==> src/rtl/regmon_display_if.sv <==
// Register-file monitor port: the display picks an index and the register file returns its contents.
interface regmon_display_if #(
    parameter int WIDTH = 16
);
    logic [3:0]       monitor_sel;
    logic [WIDTH-1:0] monitor_data;

    modport master (output monitor_sel, input  monitor_data);
    modport slave  (input  monitor_sel, output monitor_data);
endinterface

==> src/rtl/regmon_display.sv <==
// Debounced next/prev buttons pick a register; its value is shown on a 4-digit muxed hex display.
// New selection reaches the display within one frame; REGMON_AUTOSCAN_EN adds a periodic auto-advance.
module regmon_display #(
    parameter int WIDTH           = 16,
    parameter int DEBOUNCE_CYCLES = 100000,
    parameter int REFRESH_DIV     = 100000,
    parameter int SCAN_PERIOD     = 100000000
) (
    input  logic                    clk,
    input  logic                    rst,
    input  logic                    btn_next,
    input  logic                    btn_prev,
    regmon_display_if.master        mon,
    output logic [3:0]              an,
    output logic [6:0]              seg
);
    localparam int DB_W = $clog2(DEBOUNCE_CYCLES + 1);
    localparam int RF_W = $clog2(REFRESH_DIV + 1);
    localparam logic [DB_W-1:0] DB_LAST = DB_W'(DEBOUNCE_CYCLES - 1);
    localparam logic [RF_W-1:0] RF_LAST = RF_W'(REFRESH_DIV - 1);

    // Index 0 = next, 1 = prev.
    logic [1:0]            sync1_q, sync1_d, sync2_q, sync2_d;
    logic [1:0]            deb_q, deb_d, step_q, step_d;
    logic [1:0][DB_W-1:0]  deb_cnt_q, deb_cnt_d;
    logic [3:0]            sel_q, sel_d;
    logic [RF_W-1:0]       ref_q, ref_d;
    logic [1:0]            dig_q, dig_d;
    logic [WIDTH-1:0]      disp_q, disp_d;
    logic [3:0]            an_q, an_d;
    logic [6:0]            seg_q, seg_d;
    logic [3:0]            nibble;

`ifdef REGMON_AUTOSCAN_EN
    localparam int SC_W = $clog2(SCAN_PERIOD + 1);
    localparam logic [SC_W-1:0] SC_LAST = SC_W'(SCAN_PERIOD - 1);
    logic [SC_W-1:0] scan_q, scan_d;
`endif

    function automatic logic [6:0] hex7(input logic [3:0] n);
        case (n)
            4'h0: hex7 = 7'b1000000;
            4'h1: hex7 = 7'b1111001;
            4'h2: hex7 = 7'b0100100;
            4'h3: hex7 = 7'b0110000;
            4'h4: hex7 = 7'b0011001;
            4'h5: hex7 = 7'b0010010;
            4'h6: hex7 = 7'b0000010;
            4'h7: hex7 = 7'b1111000;
            4'h8: hex7 = 7'b0000000;
            4'h9: hex7 = 7'b0010000;
            4'hA: hex7 = 7'b0001000;
            4'hB: hex7 = 7'b0000011;
            4'hC: hex7 = 7'b1000110;
            4'hD: hex7 = 7'b0100001;
            4'hE: hex7 = 7'b0000110;
            default: hex7 = 7'b0001110;
        endcase
    endfunction

    always_comb begin
        sync1_d   = {btn_prev, btn_next};
        sync2_d   = sync1_q;
        deb_d     = deb_q;
        deb_cnt_d = deb_cnt_q;
        for (int i = 0; i < 2; i++) begin
            if (sync2_q[i] != deb_q[i]) begin
                if (deb_cnt_q[i] == DB_LAST) begin
                    deb_d[i]     = sync2_q[i];
                    deb_cnt_d[i] = '0;
                end else begin
                    deb_cnt_d[i] = deb_cnt_q[i] + 1'b1;
                end
            end else begin
                deb_cnt_d[i] = '0;
            end
        end
        step_d = deb_d & ~deb_q;

        sel_d = sel_q;
        case (step_q)
            2'b01:   sel_d = sel_q + 4'd1;
            2'b10:   sel_d = sel_q - 4'd1;
            default: sel_d = sel_q;
        endcase
`ifdef REGMON_AUTOSCAN_EN
        // A button step wins over a coincident scan tick and restarts the scan interval.
        scan_d = scan_q + 1'b1;
        if (step_q != 2'b00) begin
            scan_d = '0;
        end else if (scan_q == SC_LAST) begin
            scan_d = '0;
            sel_d  = sel_q + 4'd1;
        end
`endif

        ref_d  = ref_q + 1'b1;
        dig_d  = dig_q;
        disp_d = disp_q;
        if (ref_q == RF_LAST) begin
            ref_d = '0;
            dig_d = dig_q + 2'd1;
            if (dig_q == 2'd3) begin
                disp_d = mon.monitor_data;
            end
        end

        // an and seg both derive from the next digit index so they switch on the same edge.
        case (dig_d)
            2'd0:    nibble = disp_d[3:0];
            2'd1:    nibble = disp_d[7:4];
            2'd2:    nibble = disp_d[11:8];
            default: nibble = disp_d[15:12];
        endcase
        an_d  = ~(4'b0001 << dig_d);
        seg_d = hex7(nibble);
    end

    always_ff @(posedge clk or posedge rst) begin
        if (rst) begin
            sync1_q   <= '0;
            sync2_q   <= '0;
            deb_q     <= '0;
            deb_cnt_q <= '0;
            step_q    <= '0;
            sel_q     <= '0;
            ref_q     <= '0;
            dig_q     <= '0;
            disp_q    <= '0;
            an_q      <= 4'b1110;
            seg_q     <= 7'b1000000;
        end else begin
            sync1_q   <= sync1_d;
            sync2_q   <= sync2_d;
            deb_q     <= deb_d;
            deb_cnt_q <= deb_cnt_d;
            step_q    <= step_d;
            sel_q     <= sel_d;
            ref_q     <= ref_d;
            dig_q     <= dig_d;
            disp_q    <= disp_d;
            an_q      <= an_d;
            seg_q     <= seg_d;
        end
    end

`ifdef REGMON_AUTOSCAN_EN
    always_ff @(posedge clk or posedge rst) begin
        if (rst) scan_q <= '0;
        else     scan_q <= scan_d;
    end
`endif

    assign mon.monitor_sel = sel_q;
    assign an              = an_q;
    assign seg             = seg_q;
endmodule

==> src/flat_wrapper.sv <==
// flat-port wrapper written by rule: the top's interface ports become plain ports
module regmon_display_flat 
#(
    parameter int WIDTH           = 16,
    parameter int DEBOUNCE_CYCLES = 100000,
    parameter int REFRESH_DIV     = 100000,
    parameter int SCAN_PERIOD     = 100000000
)
  (clk, rst, btn_next, btn_prev, an, seg, mon_monitor_sel, mon_monitor_data);
  regmon_display_if #(.WIDTH(WIDTH)) mon_i ();
  input  logic clk;
  input  logic rst;
  input  logic btn_next;
  input  logic btn_prev;
  output logic [3:0] an;
  output logic [6:0] seg;
  output wire logic [$bits(mon_i.monitor_sel)-1:0] mon_monitor_sel;
  input wire logic [$bits(mon_i.monitor_data)-1:0] mon_monitor_data;
  assign mon_monitor_sel = mon_i.monitor_sel;
  assign mon_i.monitor_data = mon_monitor_data;
  regmon_display #(.WIDTH(WIDTH), .DEBOUNCE_CYCLES(DEBOUNCE_CYCLES), .REFRESH_DIV(REFRESH_DIV), .SCAN_PERIOD(SCAN_PERIOD)) u_core (.clk(clk), .rst(rst), .btn_next(btn_next), .btn_prev(btn_prev), .mon(mon_i), .an(an), .seg(seg));
endmodule
==> config.mk <==
export PLATFORM = sky130hd
export DESIGN_NAME = regmon_display_flat
export DESIGN_NICKNAME = d
export VERILOG_FILES = /design/src/rtl/regmon_display_if.sv /design/src/rtl/regmon_display.sv /design/src/flat_wrapper.sv
export SDC_FILE = /design/constraint.sdc
export NUM_CORES = 1
export LEC_CHECK = 0
export BUFFER_PORTS_ARGS = -buffer_cell sky130_fd_sc_hd__buf_2
export CORE_AREA = 2 2 89 108
export CTS_CLUSTER_DIAMETER = 50
export DETAILED_ROUTE_END_ITERATION = 16
export DIE_AREA = 0 0 91 110
export PLACE_DENSITY = 0.7
export SETUP_SLACK_MARGIN = 0.2
export SYNTH_ARGS = -nofsm -noshare
export SYNTH_HDL_FRONTEND = slang
export SYNTH_SLANG_ARGS = --single-unit
==> constraint.sdc <==
create_clock -name clk -period 2.91 [get_ports clk]
set_input_delay 0.582 -clock clk [delete_from_list [all_inputs] [get_ports clk]]
set_output_delay 0.582 -clock clk [all_outputs]
set_load 0.1 [all_outputs]
==> flow_summary.yaml, run 1 <==
placed_design:
  place_congestion: 0.794
  port_buffers: 34
  dpl.hpwl_um: 5750
  placed_area_mm2: 0.00501
  dp_worst_setup_slack_ns: -0.0901
  dp.cells: 587
yosys:
  synth_cells: 400
  synth_area_leaders: "dfrtp_1, xnor2_1, xor2_1"
  syn_area_per_cell_um2: 11.0
  yosysSeqAreaShare: 0.527
  syn_area_mm2: 0.00438
  yosysUniqueCellTypes: 46
  yosys.area.top_type: "dfrtp_1"
  synth_fp_nets: 434
  yosys_warnings: 0
  synth_top_area_frac: 0.503
  ys_ff_latch: 92
power:
  p_seq_frac: 0.552
  p_int_mw: 1.84
  switching_share: 0.216
  power_frac_comb: 0.028
  power.share.clock: 0.421
  powerDensity_mw_per_mm2: 415
  power_leakage_nw: 2.70
  ir_drop_mv: 0.189
  switchingPower_mw: 0.508
  power.total_mw: 2.35
clocking:
  cts_tree: "done"
  clkTransAtPathRegs_ns: 0.09
  numCtsBuffers: 9
  cts.sinks: 92
  clk_latency_ns: 0.37
  cts_buffer_depth: 2
  hold_buffers: 0
  htreeDepth: 3
  clockRootBuffer: "clkbuf_8"
timing:
  hold_slack_ns: 0.317
  tightest_slew_ns: 0.602
  fmax_ghz: 0.344
  finalHoldViolations: 0
  min_period_ns: 2.91
  setup_ws_ns: 0.00238
  relSlewSlack: 0.598
  setup-tns-final_ns: 0
  rsz0062_at_grt: "true"
  period_share: 0.999
  worst_clock_skew_ns: 0.0109
  maxSlewViolCount: 0
  setup_violations: 0
grt:
  grt_pass1_vias: 3273
  grt_usage: 0.190
  antenna_found_initial: 0
  grt_pass1_wl_um: 15100
  overflow: 0
  grt_max_degree: 93
floorplan:
  start_util: 0.490
  die_h_um: 110
  dieArea_mm2: 0.0100
  dieWidth_um: 91
  core_region_area_mm2: 0.00894
  rows: 38
  ios: 35
hold_path:
  hp-class: "input pin to flop"
cells_and_area:
  fillers: 718
  syn2layout_area_growth_pct: 29.0
  utilization: 0.632
  final_cell_area_mm2: 0.00565
  diodes: 0
  final_common_cell: "dfrtp_1"
  final_cell_mix: "dfrtp_1, nor2_1, buf_4"
  final_layout_size_suffix_gt1_frac: 0.329
  fin_nets: 524
  final_cells: 615
critical_path:
  path_max_fanout: 8
  path_class: "flop to flop"
  required_ns: 3.16
  worstPathArrival_ns: 3.16
  critPathCaptureType: "flop"
  start_kind: "flop"
status:
  status: "completed"
detailed_routing:
  ant_nets: 0
  drc: 0
  drt_first_pass_iters: 4
  totalWireLength_um: 8920
  vias: 3181
  via_per_inst: 5.17
  avgRoutedWirePerCell_um: 14.5
  first_iter_violations: 156
job:
  maxCapViolCount: 0
[power by group through the flow]
stage	sequential [mW]	clock [mW]	combinational [mW]
6_report	1.30	0.988	0.0648
5_1_grt	1.30	1.07	0.0762
4_1_cts	1.30	1.01	0.0675
3_5_place_dp	1.32	0	0.0661
3_3_place_gp	1.32	0	0.0643
2_1_floorplan	1.32	0	0.0383
[per-layer routing]
layer / routed length (µm) / vias up / GRT usage
li1: - / 1549 / -
met1: 3970 / 1577 / 0.247
met2: 4530 / 43 / 0.320
met3: 264 / 12 / 0.0428
met4: 156 / 0 / 0.0595
met5: 0 / - / 0
[cell usage after synthesis (all sizes together)]
cell / instances
dfrtp: 88
mux4: 1
inv: 20
a21oi: 5
nor2b: 2
mux2: 7
mux2i: 11
nand2b: 1
o21ai: 7
clkbuf: 5
and3: 13
nor4bb: 2
a21o: 8
a2111oi: 3
xnor2: 24
buf: 7
dfstp: 4
or3: 4
or2: 5
nand2: 21
a2111o: 3
nor3: 4
a21boi: 6
xor2: 25
o31ai: 1
or3b: 1
o22ai: 2
and4: 5
nor4: 3
nor2: 49
fa: 1
nand3b: 1
nor3b: 4
ha: 13
a211oi: 7
o2bb2ai: 1
nand4: 7
and3b: 1
nor4b: 1
and2: 4
nand3: 23
[path summary, 6_finish.rpt]
kind                              startpoint           endpoint  slack, ns  cells past startpoint
max                          u_core.ref_q[6]      u_core.seg[3]      0.002                     10
min                                 btn_prev  u_core.sync1_q[1]       0.32                      1
max reg2reg                  u_core.ref_q[6]      u_core.seg[3]      0.002                     10
min reg2reg                u_core.sync1_q[1]  u_core.sync2_q[1]       0.36                      0
max in group asynchronous                rst      u_core.seg[6]       2.18                      3
min in group asynchronous                rst    u_core.ref_q[7]       0.35                      3
[final cells by class]
| class | instances | area (µm²) | area share |
|---|---|---|---|
| Clock buffer | 11 | 151 | 0.0268 |
| Inverter | 20 | 78.8 | 0.0139 |
| Timing Repair Buffer | 91 | 683 | 0.121 |
| Multi-Input combinational cell | 276 | 2200 | 0.389 |
| Tap cell | 120 | 150 | 0.0266 |
| Clock inverter | 5 | 83.8 | 0.0148 |
| Sequential cell | 92 | 2310 | 0.408 |
[cell families (layout without fill, tap and decap cells)]
group                    count (synthesis)  after routing  share of synthesized area
multiplexers                            19             19                     0.0483
XOR/XNOR                                49             49                     0.0997
AND/OR/NAND/NOR                        151            151                      0.178
adder cells (fa/ha/maj)                 14             14                     0.0417
buffers and inverters                   32            127                     0.0348
flip-flops                              92             92                      0.527
AO/OA/AOI/OAI                           43             43                     0.0711
[state kept, by name (all words and copies together), names as in the netlist]
name / cells
u_core.an: 4
u_core.disp_q: 16
u_core.deb_q: 2
u_core.mon.monitor_sel: 4
u_core.ref_q: 17
u_core.step_q: 2
u_core.sync2_q: 2
u_core.dig_q: 2
u_core.seg: 7
u_core.deb_cnt_q: 34
u_core.sync1_q: 2
[critical path: stages (launching register included)]
cell and delay (ns):
dfrtp_1 0.40, nor4bb_2 0.32, and4_4 0.34, mux2_4 0.35
buf_6 0.15, mux2i_4 0.19, mux2i_4 0.19, inv_2 0.10
ha_4 0.28, inv_2 0.03, mux4_2 0.44
[repair_timing]
action / 4_1_cts / 5_1_grt
resized for setup: 35 / 34
setup buffers: 6 / 4
endpoints found under the setup margin: 7 / 7
pin swaps: 11 / 14
cloned: 1 / 1
Power figures use the tool's default switching activity.
==> inputs of run 2 (changes only) <==
clock period = 2.6 ns   (was 2.91 ns; I/O delays follow)
==> run 2 against run 1 <==
  * The flow now finishes with violations (setup timing)
  * Highest routed layer unchanged
  * Largest power group unchanged
  * Register-to-register slack worse by 0.27 ns
  * Die area unchanged
  * Clock-buffer cell count is 1 lower
  * Clock power increased by 15%
  * Critical path type unchanged
==> flow_summary.yaml, run 2 (synthesis gave the netlist of run 1 again) <==
status:
  status: "finished, violations left"
  violations: "setup timing"
timing:
  min_period_ns: 2.86
  tightest_slew_ns: 0.817
  relSlewSlack: 0.454
  rsz0062_at_grt: "true"
  maxSlewViolCount: 0
  setup-tns-final_ns: -1.18
  hold_slack_ns: 0.261
  setup_ws_ns: -0.263
  worst_clock_skew_ns: 0.00900
  setup_violations: 7
  fmax_ghz: 0.349
  period_share: 1.10
  finalHoldViolations: 0
detailed_routing:
  vias: 3181
  avgRoutedWirePerCell_um: 14.7
  first_iter_violations: 165
  drt_first_pass_iters: 4
  drc: 0
  ant_nets: 0
  totalWireLength_um: 9090
  via_per_inst: 5.15
grt:
  grt_max_degree: 36
  grt_usage: 0.192
  antenna_found_initial: 0
  overflow: 0
  grt_pass1_vias: 3336
  grt_pass1_wl_um: 15200
cells_and_area:
  diodes: 0
  fillers: 737
  fin_nets: 527
  final_cell_mix: "dfrtp_1, nor2_1, buf_4"
  reg_top3: "u_core.deb_cnt_q: 34 flops, u_core.ref_q: 17 flops, u_core.disp_q: 16 flops"
  top_register: "u_core.deb_cnt_q"
  largest_reg_flops: 34
  final_layout_size_suffix_gt1_frac: 0.321
  final_common_cell: "dfrtp_1"
  syn2layout_area_growth_pct: 29.0
clocking:
  cts_buffer_depth: 2
  cts.sinks: 92
  clkTransAtPathRegs_ns: 0.09
  clk_latency_ns: 0.36
  htreeDepth: 3
  clockRootBuffer: "clkbuf_8"
  cts_tree: "done"
  numCtsBuffers: 9
power:
  power_leakage_nw: 2.71
  ir_drop_mv: 0.318
  powerDensity_mw_per_mm2: 472
critical_path:
  reg2regPathDepth: 9
  start_kind: "flop"
  regToRegSetupSlack_ns: -0.26
  path_class: "flop to flop"
  crit_chain: "nor4b_4 -> and4_4 -> and2_4 -> buf_6 -> a2111oi_4 -> a2111o_1 -> ha_4 -> inv_2 -> mux4_2"
  crit_buf_inv: 2
  cp_top_family: "simple AND/OR/NAND/NOR gates"
  crit_path_top_delay_cell: "a2111o_1"
  required_ns: 2.83
  path_max_fanout: 8
  critPathCaptureType: "flop"
  rr_endpoint: "u_core.seg[3]"
  worstPathArrival_ns: 3.09
  critPathMaxStageDelay_ns: 0.45
  r2r-start: "u_core.ref_q[11]"
placed_design:
  port_buffers: 34
  dpl.hpwl_um: 5980
  dp_worst_setup_slack_ns: -0.372
  place_congestion: 0.802
floorplan:
  die_h_um: 110
  rows: 38
  dieArea_mm2: 0.0100
  ios: 35
  start_util: 0.490
  dieWidth_um: 91
  core_region_area_mm2: 0.00894
hold_path:
  hold_path_depth: 1
  hp-class: "input pin to flop"
  min_from: "btn_next"
  hold-path-endpoint: "u_core.sync1_q[0]"
job:
  maxCapViolCount: 0
run 2: metrics by stage:
step	std cells	instance area (µm²)	total power, mW	utilization
floorplan	400	4430	1.52	-
global placement	588	5030	1.55	0.562
detailed placement	588	5030	1.56	0.562
CTS	615	5470	2.70	0.612
global route	618	5650	2.77	0.632
finish	618	5650	2.67	0.632
run 2: power by group:
part,total [mW],internal (mW),switching [mW]
Combinational,0.0758,0.0251,0.0506
Clock,1.14,0.639,0.505
Sequential,1.45,1.44,0.00968
run 2: metal layers:
metal | global-route usage | vias to the layer above | wire length [µm] | part of all wire
met2 | 0.333 | 45 | 4540 | 0.50
met5 | 0 | - | 0 | 0
li1 | - | 1554 | - | -
met1 | 0.235 | 1566 | 4110 | 0.45
met3 | 0.0279 | 16 | 207 | 0.023
met4 | 0.101 | 0 | 225 | 0.025
run 2: repair_timing:
action | 4_1_cts | 5_1_grt
hold buffers | 0 | 0
endpoints found under the setup margin | 7 | 7
pin swaps | 13 | 10
setup buffers | 10 | 3
cloned | 1 | 0
resized for setup | 22 | 31
run 2: worst max-delay path by stage:
| stage | start | endpoint | slack [ns] | cells past startpoint |
|---|---|---|---|---|
| 2_1_floorplan | u_core.ref_q[0] | u_core.seg[3] | -0.29 | 13 |
| 3_5_place_dp | u_core.ref_q[13] | u_core.seg[3] | -0.37 | 8 |
| 5_1_grt | u_core.ref_q[0] | u_core.seg[0] | -0.37 | 14 |
| 4_1_cts | u_core.ref_q[11] | u_core.seg[3] | -0.26 | 9 |
| 3_3_place_gp | u_core.ref_q[1] | u_core.seg[3] | -0.26 | 9 |
| 6_report | u_core.ref_q[11] | u_core.seg[3] | -0.26 | 9 |
run 2: final cells by class:
class | instances | area (µm²) | share of cell area
clock buffers | 10 | 128 | 0.0226
inverters | 20 | 81.3 | 0.0144
well taps | 120 | 150 | 0.0266
repair buffers | 94 | 711 | 0.126
clock inverters | 6 | 113 | 0.0199
multi-input cells | 276 | 2160 | 0.383
flip-flops and latches | 92 | 2310 | 0.408
